--- config.mk ---
export PLATFORM = sky130hd
export DESIGN_NAME = piso_serializer
export DESIGN_NICKNAME = d
export VERILOG_FILES = /design/src/rtl/piso_serializer.sv
export SDC_FILE = /design/constraint.sdc
export NUM_CORES = 1
export LEC_CHECK = 0
export ABC_AREA = 1
export CAP_MARGIN = 20
export CORE_MARGIN = 1.5
export CORE_UTILIZATION = 58
export CTS_CLUSTER_DIAMETER = 30
export DETAILED_ROUTE_END_ITERATION = 12
export GPL_ROUTABILITY_DRIVEN = 1
export HOLD_SLACK_MARGIN = 0.06
export MAX_ROUTING_LAYER = met4
export PLACE_DENSITY = 0.83
export SLEW_MARGIN = 10
export SYNTH_ARGS = -nofsm -noshare
export SYNTH_HDL_FRONTEND = slang
export SYNTH_SLANG_ARGS = --single-unit
--- constraint.sdc ---
create_clock -name clk -period 3.75 [get_ports clk]
set_clock_uncertainty 0.1 [all_clocks]
set_input_delay 0.75 -clock clk [delete_from_list [all_inputs] [get_ports clk]]
set_output_delay 0.75 -clock clk [all_outputs]
set_load 0.01 [all_outputs]
--- src/rtl/piso_serializer.sv ---
// Parallel-in, serial-out transmitter: start bit, LSB-first data, optional even parity, stop bit.
// One word is taken per frame over a valid/ready handshake; every line-side output is registered.
module piso_serializer #(
  parameter int DATA_WIDTH   = 8,
  parameter int CLKS_PER_BIT = 4,
  parameter int PARITY_EN    = 1
) (
  input  logic                  clk,
  input  logic                  reset,
  input  logic [DATA_WIDTH-1:0] tx_data,
  input  logic                  tx_valid,
  output logic                  tx_ready,
  output logic                  tx_serial,
  output logic                  tx_busy,
  output logic                  tx_done
);

  localparam int CW = (CLKS_PER_BIT > 1) ? $clog2(CLKS_PER_BIT) : 1;
  localparam int BW = (DATA_WIDTH > 1) ? $clog2(DATA_WIDTH) : 1;
  localparam logic [CW-1:0] CNT_LAST = CW'(CLKS_PER_BIT - 1);
  localparam logic [BW-1:0] BIT_LAST = BW'(DATA_WIDTH - 1);

  typedef enum logic [2:0] {IDLE, START, DATA, PARITY, STOP} state_t;

  state_t                r_state;
  logic [CW-1:0]         r_cyc;
  logic [BW-1:0]         r_bit;
  logic [DATA_WIDTH-1:0] r_shift;
  logic                  r_par;
  logic                  r_serial;
  logic                  r_busy;
  logic                  r_done;

  logic                  w_accept;
  logic                  w_bit_end;
  logic [DATA_WIDTH-1:0] w_shift_nxt;

  assign tx_ready    = (r_state == IDLE) && !reset;
  assign w_accept    = tx_ready && tx_valid;
  assign w_bit_end   = (r_cyc == CNT_LAST);
  assign w_shift_nxt = r_shift >> 1;

  assign tx_serial = r_serial;
  assign tx_busy   = r_busy;
  assign tx_done   = r_done;

  // r_serial is loaded with the level of the bit that starts at this edge,
  // so the line changes in the same cycle the state does.
  always_ff @(posedge clk) begin
    if (reset) begin
      r_state  <= IDLE;
      r_cyc    <= '0;
      r_bit    <= '0;
      r_shift  <= '0;
      r_par    <= 1'b0;
      r_serial <= 1'b1;
      r_busy   <= 1'b0;
      r_done   <= 1'b0;
    end else begin
      r_done <= 1'b0;
      unique case (r_state)
        IDLE: begin
          if (w_accept) begin
            r_state  <= START;
            r_cyc    <= '0;
            r_bit    <= '0;
            r_shift  <= tx_data;
            r_par    <= ^tx_data;
            r_serial <= 1'b0;
            r_busy   <= 1'b1;
          end
        end
        START: begin
          if (w_bit_end) begin
            r_state  <= DATA;
            r_cyc    <= '0;
            r_serial <= r_shift[0];
          end else begin
            r_cyc <= r_cyc + 1'b1;
          end
        end
        DATA: begin
          if (w_bit_end) begin
            r_cyc <= '0;
            if (r_bit == BIT_LAST) begin
              r_bit <= '0;
              if (PARITY_EN != 0) begin
                r_state  <= PARITY;
                r_serial <= r_par;
              end else begin
                r_state  <= STOP;
                r_serial <= 1'b1;
              end
            end else begin
              r_bit    <= r_bit + 1'b1;
              r_shift  <= w_shift_nxt;
              r_serial <= w_shift_nxt[0];
            end
          end else begin
            r_cyc <= r_cyc + 1'b1;
          end
        end
        PARITY: begin
          if (w_bit_end) begin
            r_state  <= STOP;
            r_cyc    <= '0;
            r_serial <= 1'b1;
          end else begin
            r_cyc <= r_cyc + 1'b1;
          end
        end
        STOP: begin
          if (w_bit_end) begin
            r_state  <= IDLE;
            r_cyc    <= '0;
            r_serial <= 1'b1;
            r_busy   <= 1'b0;
            r_done   <= 1'b1;
          end else begin
            r_cyc <= r_cyc + 1'b1;
          end
        end
        default: begin
          r_state  <= IDLE;
          r_serial <= 1'b1;
          r_busy   <= 1'b0;
        end
      endcase
    end
  end

endmodule

## Yosys cells after proc, flatten, opt, wreduce, memory -nomap -nowiden

Cells that the tools add are included.

| word-level totals | value |
|---|---|
| word-level logic and storage cells | 72 |
| output and inout port bits | 4 |
| input bits | 11 |
| flip-flop bits (word level) | 20 |

| operators by class | value |
|---|---|
| multiplexer cells | 28 |
| reduce and logical (&&, ||, !) cells | 18 |
| $add $sub $neg | 2 |
| bitwise logic cells | 2 |
| equality and inequality tests | 14 |

Operators by type and width:

| kind | number |
|---|---|
| two-way mux 3 bit | 9 |
| two-way mux 8 bit | 3 |
| case mux 8 bit (2 select lines) | 1 |
| case mux 3 bit (5 select lines) | 1 |
| != test 2 bit (second input constant) | 7 |
| two-way mux 1 bit | 8 |
| AND reduction 4 bit | 2 |
| XOR reduction 8 bit | 1 |
| equality test 3 x 2 -> 1 bit (second input constant) | 2 |
| equality test 3 bit (second input constant) | 2 |
| case mux 3 bit (2 select lines) | 1 |
| AND reduction 3 bit | 2 |
| AND reduction 6 bit | 1 |
| two-way mux 2 bit | 2 |
| case mux 1 bit (4 select lines) | 1 |
| case mux 2 bit (2 select lines) | 1 |
| AND reduction 2 bit | 2 |
| nonzero test 2 bit | 2 |
| OR reduction 2 bit | 2 |
| OR reduction 4 bit | 1 |
| adder 3 x 1 -> 3 bit (second input constant) | 1 |
| equality test 3 x 1 -> 1 bit (second input constant) | 1 |
| zero test 3 bit | 1 |
| case mux 1 bit (3 select lines) | 1 |
| 7 further kinds | 9 |

## Longest topological paths before layout

| logic depth | value |
|---|---|
| depth in word-level cells | 5 |
| gate-level depth with buffers | 10 |
| depth with buffers taken out | 10 |

## Worst setup path before layout

OpenSTA, ideal clock, no wires.

| timing | value |
|---|---|
| kind | input to output |
| start | input port reset |
| end | output port tx_ready |
| required time | 2.900 ns |
| path slack | 1.802 ns |
| stages | 2 |
| arrival time | 1.098 ns |
| buffers on the path | 1 |
| path through | buf_2 > nor2_1 |

| on the way | value |
|---|---|
| longest elaborated chain between the ends | 2 |

RTL lines:

| item | line | RTL |
|---|---|---|
| start, declared | 9 | `input logic reset,` |
| zero test 1 bit | 38 | `assign tx_ready = (r_state == IDLE) && !reset;` |
| logical AND 1 bit | 38 |  |
| end, declared | 12 | `output logic tx_ready,` |

Every way passes these cells.

## Worst setup path in the final report

Ends and elaborated chain as after synthesis.

==> results summary <==
The flow ran to the end, and the final reports show no timing, DRC or antenna violations. The top-area cell type share of the netlist area came out at 0.331. In this run the deepest clock path goes through 2 buffers.

By count the netlist is led by sky130_fd_sc_hd__nand2_1, sky130_fd_sc_hd__nor2_1, sky130_fd_sc_hd__inv_1, sky130_fd_sc_hd__dfxtp_1, sky130_fd_sc_hd__a21oi_1. The cell area after technology mapping is 1210 um2. The switching power summed over all nets came out at 546 uW.

The share of total power dissipated in combinational logic is 0.550. For the worst setup path, the data required time is 2.90 ns. The number of global-route vias before repair is 1,046. The share of total power dissipated in the clock network is 0.151. For this design, the CTS-stage hold fixing added 0 buffers.

The summed negative setup slack over all endpoints came out at 0 ns. On the critical path, the stage with the largest delay is an instance of sky130_fd_sc_hd__clkdlybuf4s50_1. The vertical extent of the die came out at 48.7 um. The post-detailed-routing wire length came out at 2500 um.

The fraction of the yosys area taken by sequential cells came out at 0.331. The number of vias per cell after detailed routing came out at 5.01. The final cycle utilization of the critical path came out at 0.787.

The buffers inserted during post-CTS setup optimization is 0. The final-report max-slew violation count is 0. The synthesized flop and latch total is 20. The final worst setup slack came out at 0.797 ns. The largest fanout of any net on the critical path is 10. The total congestion overflow came out at 0. The unique cell type count in the Yosys netlist came out at 23.

At the worst endpoint, the arrival time is 2.10 ns. IR analysis of the VDD net gives a maximum drop of 0.000566 V. The number of endpoints failing setup at the final stage is 0. The highest clock frequency the design can meet is 0.339 GHz. Port buffering added 14 buffers.

Once detail routing completed, the nets flagged for antenna violations numbered 0. The total iterations of the first detailed-routing run came out at 5. The initial antenna violation count came out at 0.

The final layout net count came out at 224. The share of layout cells above drive strength 1 is 0.0718. The total number of yosys warnings came out at 0. The count of boundary I/O pins came out at 15. The count of vias placed by the detailed router came out at 1,182. The power per cell area is 838 nW/um2. The analysis attributes to cell leakage a power of 0.000699 uW.

The overall die area came out at 2370 um2. The critical path is of the input port to output port type. The area added between synthesis and finish came out at 16.3%. By area the synthesized netlist is led by sky130_fd_sc_hd__dfxtp_1, sky130_fd_sc_hd__nand2_1, sky130_fd_sc_hd__nor2_1. The placement-stage worst setup slack came out at 0.797 ns. The worst setup path is captured at an output port. The total of cells resized after clock tree synthesis came out at 0. Setup repair after global routing left no endpoint under its margin. The final count of hold timing violations was 0. The synthesized design contains 0 enable-type register cells. The number of inserted diodes is 0. The synthesized design spends more area on one cell type than any other, namely sky130_fd_sc_hd__dfxtp_1. The worst setup path is launched from an input port. The per-cell routed wire length is 10.6 um. For this run, the total global-route usage over all layers was measured as 0.244. The largest single stage delay on the critical path is 0.61 ns. The switching part of the total came out at 0.463.

Dividing the synthesized area by the synthesized cell count gives 6.21 um2. The total internal power is 635 uW. Row generation in the floorplan step produced 16 rows. The initial standard-cell utilization of the core is 0.617. The net count of the mapped netlist is 209.

The clock latency reported for the late side of the worst-skew pair is 0.31 ns. The number of instances in the synthesized netlist came out at 195. The cell that appears most often on the critical path is sky130_fd_sc_hd__clkdlybuf4s50_1.

The number of levels the H-tree was split into came out at 1. The number of clock buffers added by TritonCTS is 3. The clock drives 20 sinks. CTS placed an instance of sky130_fd_sc_hd__clkbuf_4 at the clock tree root. The horizontal die dimension came out at 48.7 um.

The critical path goes through clkdlybuf4s50_1 > nor2_1 > clkdlybuf4s50_1. The weighted congestion at the end of routability-driven global placement came out at 0.902. The async set or reset register ratio after synthesis is 0. The final HPWL from detailed placement is 1870 um. The register share of total power is 0.299.

The transition at the pin with the smallest max-transition slack is 0.449 ns. The total of fill cells in the finished design is 174. The number of DRC violations after detailed routing is 0. The number of max-cap violations came out at 0. The number of violations reported at the end of detailed-routing iteration 0 is 21. Counting I/O delays and the setup requirement, the final critical path takes 2.95 ns. The first global-routing pass estimated 4370 um of wire. The core region is 1960 um2. The max-slew headroom at the worst pin came out at 0.700. The tightest min-delay check is of the flip-flop to flip-flop type. The clock input transition at the sequential cells of the worst setup and hold paths came out at 0.12 ns. The largest net degree at the start of global routing came out at 17.

The most used flip-flop cell after synthesis is sky130_fd_sc_hd__dfxtp_1. sky130_fd_sc_hd__nand2_1 is the most common cell in the netlist. TritonCTS built the clock tree.
-- final timing paths --
check	cells after the start	from	slack (ns)	to
worst max-delay path	3	reset	0.80	tx_ready
worst min-delay path	2	r_cyc[1]	0.38	r_cyc[1]
worst max register to register	7	r_bit[0]	2.09	r_shift[6]
worst min register to register	2	r_cyc[1]	0.38	r_cyc[1]
-- registers in the layout, summed over array words and instances, names as in the netlist --
| register | count |
|---|---|
| r_par | 1 |
| tx_serial | 1 |
| r_state | 3 |
| r_cyc | 2 |
| tx_done | 1 |
| r_shift | 8 |
| r_bit | 3 |
| tx_busy | 1 |
-- placed cells by master, fill, tap and decap left out, types with 2 or more instances in the layout --
cell                              count
sky130_fd_sc_hd__a21oi_1             10
sky130_fd_sc_hd__nor2_1              26
sky130_fd_sc_hd__o21ai_1              2
sky130_fd_sc_hd__o211ai_1             2
sky130_fd_sc_hd__nand3_1              9
sky130_fd_sc_hd__dfxtp_1             20
sky130_fd_sc_hd__nor3_1               2
sky130_fd_sc_hd__inv_1               24
sky130_fd_sc_hd__inv_2                4
sky130_fd_sc_hd__o21ai_0              9
sky130_fd_sc_hd__clkdlybuf4s50_1     14
sky130_fd_sc_hd__clkbuf_4             3
sky130_fd_sc_hd__nand2_1             69
sky130_fd_sc_hd__nor2_4               2
sky130_fd_sc_hd__ha_1                 3
sky130_fd_sc_hd__nand2_2              3
-- metal layers --
layer  global-route usage  part of all wire
met3               0.0679             0.029
met5                    -                 0
met4               0.0857             0.011
met2                0.390              0.48
met1                0.295              0.48
-- power groups by stage --
stage | clock network, uW | registers [uW] | logic [uW]
2_1_floorplan | 0 | 348 | 527
3_3_place_gp | 0 | 354 | 615
3_5_place_dp | 0 | 356 | 642
4_1_cts | 181 | 352 | 649
5_1_grt | 191 | 364 | 740
6_report | 178 | 353 | 650
-- critical path: cells and delay by family --
family                 cells  cell delay, ns
buffers and inverters      2            1.17
AND/OR/NAND/NOR            1            0.18
-- layout make-up --
class,instances,area [um2],area share
multi-input cells,143,677,0.480
flip-flops and latches,20,400,0.284
repair buffers,14,140,0.0995
inverters,28,105,0.0746
well taps,27,33.8,0.0240
clock inverters,1,30.0,0.0213
clock buffers,3,22.5,0.0160
-- cell families after synthesis --
kind of cell    count (synthesis)  synth area share
buf+inv                        32             0.111
xor+xnor                        1           0.00723
simple gates                  114             0.399
fa+ha+maj                       3            0.0310
flops                          20             0.331
compound gates                 25             0.122
-- through the flow --
stage          cells  power (uW)  cell area, um2  hold WS, ns  utilization
2_1_floorplan    195         875            1210        0.343            -
3_5_place_dp     232         998            1360        0.361        0.691
4_1_cts          236        1180            1410        0.386        0.718
5_1_grt          236        1300            1410        0.405        0.718
3_3_place_gp     232         969            1360        0.355        0.691
6_report         236        1180            1410        0.380        0.718
Power figures use the tool's default switching activity.
